### src/rtl/sha_pkg.sv
// Shared definitions for the sha224 arbiter slice: bus widths and FSM states.
package sha_pkg;

  localparam int SHA224_W = 224;
  localparam int LEN_W    = 61;
  localparam int ID_W     = 32;

  typedef enum logic {
    ARB  = 1'b0,
    XFER = 1'b1
  } state_t;

endpackage

### src/rtl/sha224_arb_fifo.sv
// Owner FIFO: records the requester index of each message handed to the core,
// in completion order, so results can be routed back to their owner.
module sha224_arb_fifo
  import sha_pkg::*;
#(
  parameter int CW         = 2,
  parameter int FIFO_DEPTH = 4
) (
  input  logic                        clk,
  input  logic                        rst,
  input  logic                        push,
  input  logic [CW-1:0]               din,
  input  logic                        pop,
  output logic [CW-1:0]               head,
  output logic                        full,
  output logic                        empty,
  output logic [$clog2(FIFO_DEPTH):0] count
);

  localparam int AW = $clog2(FIFO_DEPTH);

  logic [CW-1:0] mem [FIFO_DEPTH];
  logic [AW-1:0] wp;
  logic [AW-1:0] rp;
  logic [AW:0]   cnt;
  logic          do_push;
  logic          do_pop;

  assign full    = (cnt == (AW+1)'(FIFO_DEPTH));
  assign empty   = (cnt == '0);
  assign head    = mem[rp];
  assign count   = cnt;
  // A pop in the same cycle frees the slot, so a push into a full FIFO is allowed then.
  assign do_push = push & (~full | pop);
  assign do_pop  = pop & ~empty;

  // Storage write; no reset needed, validity is tracked by cnt.
  always_ff @(posedge clk) begin
    if (do_push) mem[wp] <= din;
  end

  // Pointer and occupancy update.
  always_ff @(posedge clk) begin
    if (rst) begin
      wp  <= '0;
      rp  <= '0;
      cnt <= '0;
    end else begin
      if (do_push) wp <= wp + 1'b1;
      if (do_pop)  rp <= rp + 1'b1;
      case ({do_push, do_pop})
        2'b10:   cnt <= cnt + 1'b1;
        2'b01:   cnt <= cnt - 1'b1;
        default: cnt <= cnt;
      endcase
    end
  end

endmodule

### src/rtl/sha224_arbiter.sv
// Round-robin arbiter sharing one sha224 core between NCH byte-stream
// requesters. A grant lasts a whole message; results are routed back to the
// owning requester. Optional feature: SHA224_ARB_TAG_EN carries the owner in
// the top CW bits of the message id instead of an owner FIFO.
module sha224_arbiter
  import sha_pkg::*;
#(
  parameter int NCH        = 4,
  parameter int CW         = 2,
  parameter int FIFO_DEPTH = 4
) (
  input  logic                  clk,
  input  logic                  rst,
  input  logic [NCH-1:0]        s_tvalid,
  output logic [NCH-1:0]        s_tready,
  input  logic [NCH-1:0]        s_tlast,
  input  logic [NCH*ID_W-1:0]   s_tid,
  input  logic [NCH*8-1:0]      s_tdata,
  input  logic                  c_tready,
  output logic                  c_tvalid,
  output logic                  c_tlast,
  output logic [ID_W-1:0]       c_tid,
  output logic [7:0]            c_tdata,
  input  logic                  c_ovalid,
  input  logic [ID_W-1:0]       c_oid,
  input  logic [LEN_W-1:0]      c_olen,
  input  logic [SHA224_W-1:0]   c_osha,
  output logic                  o_valid,
  output logic [NCH-1:0]        o_hit,
  output logic [CW-1:0]         o_ch,
  output logic [ID_W-1:0]       o_id,
  output logic [LEN_W-1:0]      o_len,
  output logic [SHA224_W-1:0]   o_sha,
  output logic                  busy,
  output logic                  err
);

  state_t          state;
  logic [CW-1:0]   gnt;
  logic [CW-1:0]   last_gnt;
  logic [CW-1:0]   rr_idx;
  logic            rr_hit;
  logic            xfer;
  logic            done;
  logic            fifo_full;
  logic [CW-1:0]   owner;
  logic            owner_ok;
  logic [ID_W-1:0] res_id;
  logic            sel_valid;
  logic            sel_last;
  logic [ID_W-1:0] sel_tid;
  logic [7:0]      sel_data;

  assign xfer = (state == XFER);
  assign done = c_tvalid & c_tready & c_tlast;

  // Round-robin search starting one past the last granted requester.
  always_comb begin
    int unsigned k;
    k      = 0;
    rr_hit = 1'b0;
    rr_idx = '0;
    for (int unsigned i = 1; i <= NCH; i++) begin
      k = (32'(last_gnt) + i) % NCH;
      if (!rr_hit && s_tvalid[k[CW-1:0]]) begin
        rr_hit = 1'b1;
        rr_idx = k[CW-1:0];
      end
    end
  end

  // Select the granted requester's byte stream.
  always_comb begin
    sel_valid = 1'b0;
    sel_last  = 1'b0;
    sel_tid   = '0;
    sel_data  = '0;
    for (int unsigned i = 0; i < NCH; i++) begin
      if (gnt == CW'(i)) begin
        sel_valid = s_tvalid[i];
        sel_last  = s_tlast[i];
        sel_tid   = s_tid[ID_W*i +: ID_W];
        sel_data  = s_tdata[8*i +: 8];
      end
    end
  end

  // Core-side outputs are gated so nothing leaks while arbitrating.
  always_comb begin
    c_tvalid = xfer & sel_valid;
    c_tlast  = xfer & sel_last;
    c_tdata  = xfer ? sel_data : '0;
`ifdef SHA224_ARB_TAG_EN
    c_tid    = xfer ? {gnt, sel_tid[ID_W-CW-1:0]} : '0;
`else
    c_tid    = xfer ? sel_tid : '0;
`endif
  end

  // Only the granted requester sees the core's ready.
  always_comb begin
    s_tready = '0;
    if (xfer) s_tready[gnt] = c_tready;
  end

  // Grant FSM: one ARB cycle, then hold the grant until tlast is accepted.
  always_ff @(posedge clk) begin
    if (rst) begin
      state    <= ARB;
      gnt      <= '0;
      last_gnt <= CW'(NCH - 1);
    end else begin
      case (state)
        ARB: begin
          if (rr_hit && !fifo_full) begin
            gnt   <= rr_idx;
            state <= XFER;
          end
        end
        XFER: begin
          if (done) begin
            last_gnt <= gnt;
            state    <= ARB;
          end
        end
        default: state <= ARB;
      endcase
    end
  end

`ifdef SHA224_ARB_TAG_EN
  assign fifo_full = 1'b0;
  assign owner     = c_oid[ID_W-1 -: CW];
  assign owner_ok  = 1'b1;
  assign res_id    = {{CW{1'b0}}, c_oid[ID_W-CW-1:0]};
  assign busy      = xfer;
  assign err       = 1'b0;
`else
  logic                        fifo_empty;
  logic [$clog2(FIFO_DEPTH):0] fifo_count;

  sha224_arb_fifo #(
    .CW         (CW),
    .FIFO_DEPTH (FIFO_DEPTH)
  ) u_fifo (
    .clk   (clk),
    .rst   (rst),
    .push  (done),
    .din   (gnt),
    .pop   (c_ovalid),
    .head  (owner),
    .full  (fifo_full),
    .empty (fifo_empty),
    .count (fifo_count)
  );

  assign owner_ok = ~fifo_empty;
  assign res_id   = c_oid;
  assign busy     = xfer | (fifo_count != '0);

  // Sticky flag for a result that arrives with no recorded owner.
  always_ff @(posedge clk) begin
    if (rst) err <= 1'b0;
    else if (c_ovalid && fifo_empty) err <= 1'b1;
  end
`endif

  // Register the core result and steer it to its owner one cycle later.
  always_ff @(posedge clk) begin
    if (rst) begin
      o_valid <= 1'b0;
      o_hit   <= '0;
      o_ch    <= '0;
      o_id    <= '0;
      o_len   <= '0;
      o_sha   <= '0;
    end else begin
      o_valid <= c_ovalid;
      o_hit   <= '0;
      if (c_ovalid) begin
        o_ch  <= '0;
        if (owner_ok) begin
          o_hit[owner] <= 1'b1;
          o_ch         <= owner;
        end
        o_id  <= res_id;
        o_len <= c_olen;
        o_sha <= c_osha;
      end
    end
  end

endmodule

### config.mk
export PLATFORM = sky130hd
export DESIGN_NAME = sha224_arbiter
export DESIGN_NICKNAME = d
export VERILOG_FILES = /design/src/rtl/sha_pkg.sv /design/src/rtl/sha224_arb_fifo.sv /design/src/rtl/sha224_arbiter.sv
export SDC_FILE = /design/constraint.sdc
export NUM_CORES = 1
export LEC_CHECK = 0
export ABC_AREA = 1
export CAP_MARGIN = 15
export CORE_AREA = 10 10 329 331
export DETAILED_ROUTE_END_ITERATION = 7
export DIE_AREA = 0 0 339 341
export PLACE_DENSITY = 0.38
export SYNTH_ARGS = -nofsm -noshare
export SYNTH_HDL_FRONTEND = slang
export SYNTH_SLANG_ARGS = --single-unit
### constraint.sdc
create_clock -name clk -period 3.05 [get_ports clk]
set_input_delay 0.4575 -clock clk [delete_from_list [all_inputs] [get_ports clk]]
set_output_delay 0.4575 -clock clk [all_outputs]
set_load 0.005 [all_outputs]
# ---- After elaboration in Yosys (flattened, before gate mapping)
# Memory sizes are Yosys's and may differ from the RTL's. A register that Yosys moved wholly into a read port is not among the register bits.
# Index checks and enable logic that the tools add are counted.
dict set report op_classes {
  n_reduce_logical 18
  eq_ne 6
  n_lt_le_gt_ge 8
  muxes 48
  bitwise_logic 13
  add_sub_neg 8
}
# operator count
set op_table {}
lappend op_table {{$mux W32} 5}
lappend op_table {{$mux W8} 5}
lappend op_table {{$mux W1} 22}
lappend op_table {{$lt A2 B3 Y1 const B} 6}
lappend op_table {{$mux W2} 7}
lappend op_table {{$add A2 B1 Y2 const B} 4}
lappend op_table {{$bmux W1 S2} 4}
lappend op_table {{$logic_and A1 B1 Y1} 7}
lappend op_table {{$and A1 B1 Y1} 6}
lappend op_table {{$eq A2 B2 Y1 const B} 3}
lappend op_table {{$pmux W3 S2} 1}
lappend op_table {{$add A2 B2 Y2 const B} 2}
lappend op_table {{$and A4 B4 Y4} 1}
lappend op_table {{$demux W1 S2} 2}
lappend op_table {{$eq A2 B1 Y1 const B} 2}
lappend op_table {{$ge A2 B1 Y1 const B} 2}
lappend op_table {{$logic_not A1 Y1} 4}
lappend op_table {{$mux W4} 1}
lappend op_table {{$not A1 Y1} 4}
lappend op_table {{$reduce_and A2 Y1} 2}
lappend op_table {{$add A3 B1 Y3 const B} 1}
lappend op_table {{$eq A3 B3 Y1 const B} 1}
lappend op_table {{$logic_not A3 Y1} 1}
lappend op_table {{$reduce_bool A3 Y1} 1}
lappend op_table {{other kinds (6)} 7}
dict set report word_totals {
  regBits 337
  mem_bits_rw 8
  memories 1
}
# memory depth width read_ports rd_clocked_by_memory_dff wr line_no
set mem_list {}
lappend mem_list {u_fifo.mem 4 2 1 1 1 sha224_arb_fifo.sv:22} ;# logic [CW-1:0] mem [FIFO_DEPTH];

# ---- Longest topological paths before layout
dict set report logic_depth {
  ltp_word 16
  ltp_mapped 15
  depth_no_buf 14
}

# ---- Hierarchy
# Synthesis repeated with hierarchy kept, for this count alone.
dict set report hier_totals {
  hier_cells 1852
  area_unflattened_um2 13710.6
}
# mod cells_each instances area_each_um2
set modules_own_cells {}
lappend modules_own_cells {sha224_arbiter 1758 1 12894.9}
lappend modules_own_cells {sha224_arb_fifo 94 1 815.8}

# ---- Least setup slack after synthesis
# Ideal clock, no wire load.
dict set report synth_timing {
  kind {register to register}
  from {register gnt[0]}
  to {register u_fifo.cnt[2], in the netlist u_fifo.count[2]}
  path_stages_with_launch 14
  setup_time_ns 0.122
  required_time_ns 2.928
  n_path_buf 1
  slack_ns 0.864
  arrival_time_ns 2.064
  path_cell_list {dfxtp_1 -> buf_6 -> nand2_4 -> or2_1 -> nand3_4 -> nor2_8 -> nand2_4 -> ha_1 -> inv_1 -> fa_1 -> a21oi_1 -> o21ai_0 -> o21ai_0 -> a21oi_1}
}
dict set report synth_between {
  elab_chain_len 11
  word_cells_on_any_way 21
  classes_between {eq/ne (5); mux (9); bitwise (5); reduce/logical (2)}
}
# item line_no
set synth_lines {}
lappend synth_lines {{from (decl)} sha224_arbiter.sv:39} ;# logic [CW-1:0] gnt;
lappend synth_lines {{from (signal assigned)} sha224_arbiter.sv:116} ;# gnt <= rr_idx;
lappend synth_lines {{$logic_not A2 Y1} sha224_arbiter.sv:79} ;# if (gnt == CW'(i)) begin
lappend synth_lines {{$mux W1 (4 in series)} sha224_arbiter.sv:79}
lappend synth_lines {{$and A1 B1 Y1} sha224_arbiter.sv:90} ;# c_tvalid = xfer & sel_valid;
lappend synth_lines {{$and A1 B1 Y1} sha224_arbiter.sv:55} ;# assign done = c_tvalid & c_tready & c_tlast;
lappend synth_lines {{$and A1 B1 Y1 *} sha224_arbiter.sv:55}
lappend synth_lines {{$and A1 B1 Y1 *} sha224_arb_fifo.sv:34} ;# assign do_push = push & (~full | pop);
lappend synth_lines {{$eq A2 B1 Y1 / $eq A2 B2 Y1 (equally long branches)} sha224_arb_fifo.sv:51} ;# case ({do_push, do_pop})
lappend synth_lines {{$pmux W3 S2 / $reduce_bool A2 Y1 (equally long branches)} -}
lappend synth_lines {{to (signal assigned)} sha224_arb_fifo.sv:52} ;# 2'b10: cnt <= cnt + 1'b1;
lappend synth_lines {{to (signal assigned)} sha224_arb_fifo.sv:53} ;# 2'b01: cnt <= cnt - 1'b1;
lappend synth_lines {{to (signal assigned)} sha224_arb_fifo.sv:54} ;# default: cnt <= cnt;
lappend synth_lines {{to (decl)} sha224_arb_fifo.sv:25} ;# logic [AW:0] cnt;
# Every way passes the cells marked *; elsewhere a longest branch is shown, timed or not.
# A chain may end at the register's enable or synchronous reset.

# ---- Final worst setup path
dict set report layout_timing {
  from {register gnt[0]}
  to {output c_tid[25]}
}
dict set report layout_between {
  elab_chain_len 6
  word_cells_on_any_way 9
  classes_between {eq/ne (3); mux (5); reduce/logical (1)}
}
# item line_no
set layout_lines {}
lappend layout_lines {{$logic_not A2 Y1} sha224_arbiter.sv:79}
lappend layout_lines {{$mux W32 (3 in series)} sha224_arbiter.sv:79}
lappend layout_lines {{$mux W32 *} sha224_arbiter.sv:79}
lappend layout_lines {{$mux W32 *} sha224_arbiter.sv:96} ;# c_tid = xfer ? sel_tid : '0;
lappend layout_lines {{to (decl)} sha224_arbiter.sv:22} ;# output logic [ID_W-1:0] c_tid,
# Marked as above.

==> run summary <==
run status: finished clean
ANT nets after route: 0
Synth area leader: dfxtp_1
commonest cells in the synthesized netlist: nor2_1 (693), o21ai_0 (347), dfxtp_1 (339), nand2_1 (122), clkbuf_1 (83)
Final Max Slew Viols: 0
Async SR Flop Fraction: 0%
Layout Skew: 0.00762 ns
Psw: 3.65 mW
Comb pwr share: 19.8%
Synthesized Nets: 2,332
Post-Synthesis Cells: 1,837
Detailed Place HPWL: 63,400 um
Post-route DRC: 0
critical path's slowest cell: clkdlybuf4s50_1
Post-Layout Cell Count: 4,059
overall routing resource usage: 13.4%
period utilization: 97.6%
clock buffer depth: 3
area delta synth->final: 86.5%
actual slew at the worst max-slew pin: 0.910 ns
Crit. End Element: output pin
root buffer selected by CTS: clkbuf_16
Net count, final: 3,141
Most used DFF post-synth: dfxtp_1
Pint: 9.83 mW
Die Ht: 341 um
Final min period: 2.98 ns
max incr delay on CP: 0.58 ns
top-area cell type share of the netlist area: 49.8%
design area: 25,400 um^2
Die X-Extent: 339 um
Critical Path RT: 2.59 ns
die area: 116,000 um^2
relative slew slack: 39.3%
EDFF count, synth: 8
Setup crit start: gnt[0]$_SDFFE_PP0P_
Max rail drop VDD: 358 uV
Syn Std Cell Area: 13,600 um^2
# rows: 117
Pwr Total: 13.5 mW
Clock power frac: 43.0%
Placed Area: 23,700 um^2
R2R Path Start: gnt[0]$_SDFFE_PP0P_
Num CTS Buffers: 47
CTS Sinks: 347
DR pass1 iterations: 5
final wirelength: 82,400 um
via count: 15,300
RSZ-0062 raised after global routing: yes
clock-pin slew on the worst setup and hold paths: 0.06 ns
vias in the first global route: 15,300
# placed instances: 3,964
Max FO, Critical Path: 17
Hold WC Path Type: input pin to register
first-pass GRT wire length: 116,000 um
IO Count: 861
1st-iter DRT viols: 712
Routed wire per std cell: 20.3 um
Final Wtd Congestion: 0.904
H-tree depth: 2
max_cap viols: 0
pin count of the biggest net entering global routing: 146
Sw Ratio: 27.1%
Ys Warns: 0
Starting Density: 13.4%
Hold Startpoint: c_ovalid
Congestion Overflow GR: 0
Pwr Density: 531 nW/um^2
most instantiated library cell after synthesis: nor2_1
number of library cell types mapped by synthesis: 34
core area: 101,000 um^2
Area contributors post-synth: dfxtp_1 (50%), nor2_1 (19%), o21ai_0 (13%), nand2_1 (3.4%), clkbuf_1 (2.3%)
post-synthesis sequential area ratio: 51.6%
Yosys reg bits: 347
final setup vio count: 0
routed vias/inst: 3.76
Port Buffers: 860
Worst-Skew Late Latency: 0.59 ns
Final Hold Vio Count: 0
Flop pwr share: 37.2%
FMAX: 336 MHz
syn_area_per_cell: 7.41 um^2
Cell Chain, Critical Path: nand2_4, inv_4, nor2_1, o221ai_1, a21oi_1, clkdlybuf4s50_1
CTS tree: built
arrival time of the worst setup path: 2.52 ns
Setup CP Type: register to output pin
delay-heaviest family, CP: buffers and inverters
critical path startpoint category: register
initial antenna violation count: 18
share of layout cells above drive strength 1: 5.14%
leakage: 9.94 nW
Buf/Inv on CP: 2
==> worst register-to-register path, stage by stage, from the launching register on <==
cell and delay, ns:
dfxtp_4 0.38, buf_4 0.19, o21ai_0 0.22, nand3_2 0.14, nand3_4 0.12, nor2_8 0.06, nand2_4 0.09, ha_1 0.15
inv_1 0.06, fa_1 0.38, a21oi_1 0.15, o21ai_0 0.12, o21ai_0 0.15, a21oi_1 0.05
==> state kept, by name, indices dropped and copies added (netlist names), 2 cells and up, named ones only <==
register,flops
o_sha,224
o_len,61
last_gnt,2
u_fifo.rp,2
gnt,2
u_fifo.mem,8
o_hit,4
o_id,32
u_fifo.wp,2
u_fifo.count,3
o_ch,2
==> per-stage QoR <==
stage                     util [%]  hold slack [ns]  TNS (ns)  worst slack (ns)
after global placement        23.4            0.464         0             0.276
after floorplan                  -            0.442         0             0.864
final                         25.0            0.275         0            0.0747
after detailed placement      23.4            0.465         0             0.356
after global routing          25.0            0.264  -0.00610          -0.00610
after CTS                     25.0            0.222         0            0.0138
==> layout by cell type, fill, tap and decap left out, drive strengths merged <==
master	count
nor2	698
fa	1
dfxtp	339
bufinv	3
diode	7
or2	1
inv	54
a21boi	1
nand2	125
ha	5
clkbuf	72
a21oi	34
nand3	39
o21ai	348
buf	35
nor3	4
o211ai	21
clkinvlp	2
nand4	2
a32o	1
edfxtp	8
clkinv	12
o221ai	19
a22o	1
clkdlybuf4s50	859
==> final timing paths <==
check / end / slack (ns) / cells past startpoint
min: o_sha[153]$_SDFFE_PP0P_ / 0.27 / 3
max: c_tid[25] / 0.07 / 6
min reg2reg: u_fifo.rp[0]$_SDFFE_PP0P_ / 0.47 / 1
max reg2reg: u_fifo.count[2]$_SDFFE_PP0P_ / 0.68 / 13
==> cell type report <==
cell class | instances | area [um^2]
tap | 1368 | 1710
fill | 11100 | 76100
clock inverter | 16 | 199
antenna | 7 | 17.5
timing repair buffer | 895 | 9010
clock buffer | 71 | 1420
sequential | 347 | 7030
multi-input combinational | 1300 | 5770
inverter | 55 | 240
==> power by group through the flow <==
stage          Clock, mW  Sequential [mW]  Combinational, mW
3_5_place_dp           0             5.10               2.69
6_report            5.80             5.01               2.67
2_1_floorplan          0             5.11              0.828
5_1_grt             6.19             5.04               2.90
4_1_cts             6.04             5.01               2.72
3_3_place_gp           0             5.10               2.71
==> kinds of logic after synthesis <==
logic type,count (synthesis),synth area share (%)
DFF,347,51.6
adders and majority gates,6,0.606
and+or+nand+nor,869,25.1
AOI/OAI and AO/OA,425,16.6
buffers and inverters,190,6.06
==> metal layers <==
| layer | GRT usage [%] | share of wire, % |
|---|---|---|
| met5 | 0 | 0.13 |
| met4 | 3.55 | 2.1 |
| met3 | 6.33 | 10 |
| met2 | 22.1 | 47 |
| met1 | 15.3 | 40 |
==> timing repair <==
action | 4_1_cts | 5_1_grt
endpoints found under the setup margin | 40 | 21
hold buffers | 0 | 0
resized for setup | 8 | 6
setup buffers | 0 | 1
(Power assumes the default switching activity.)
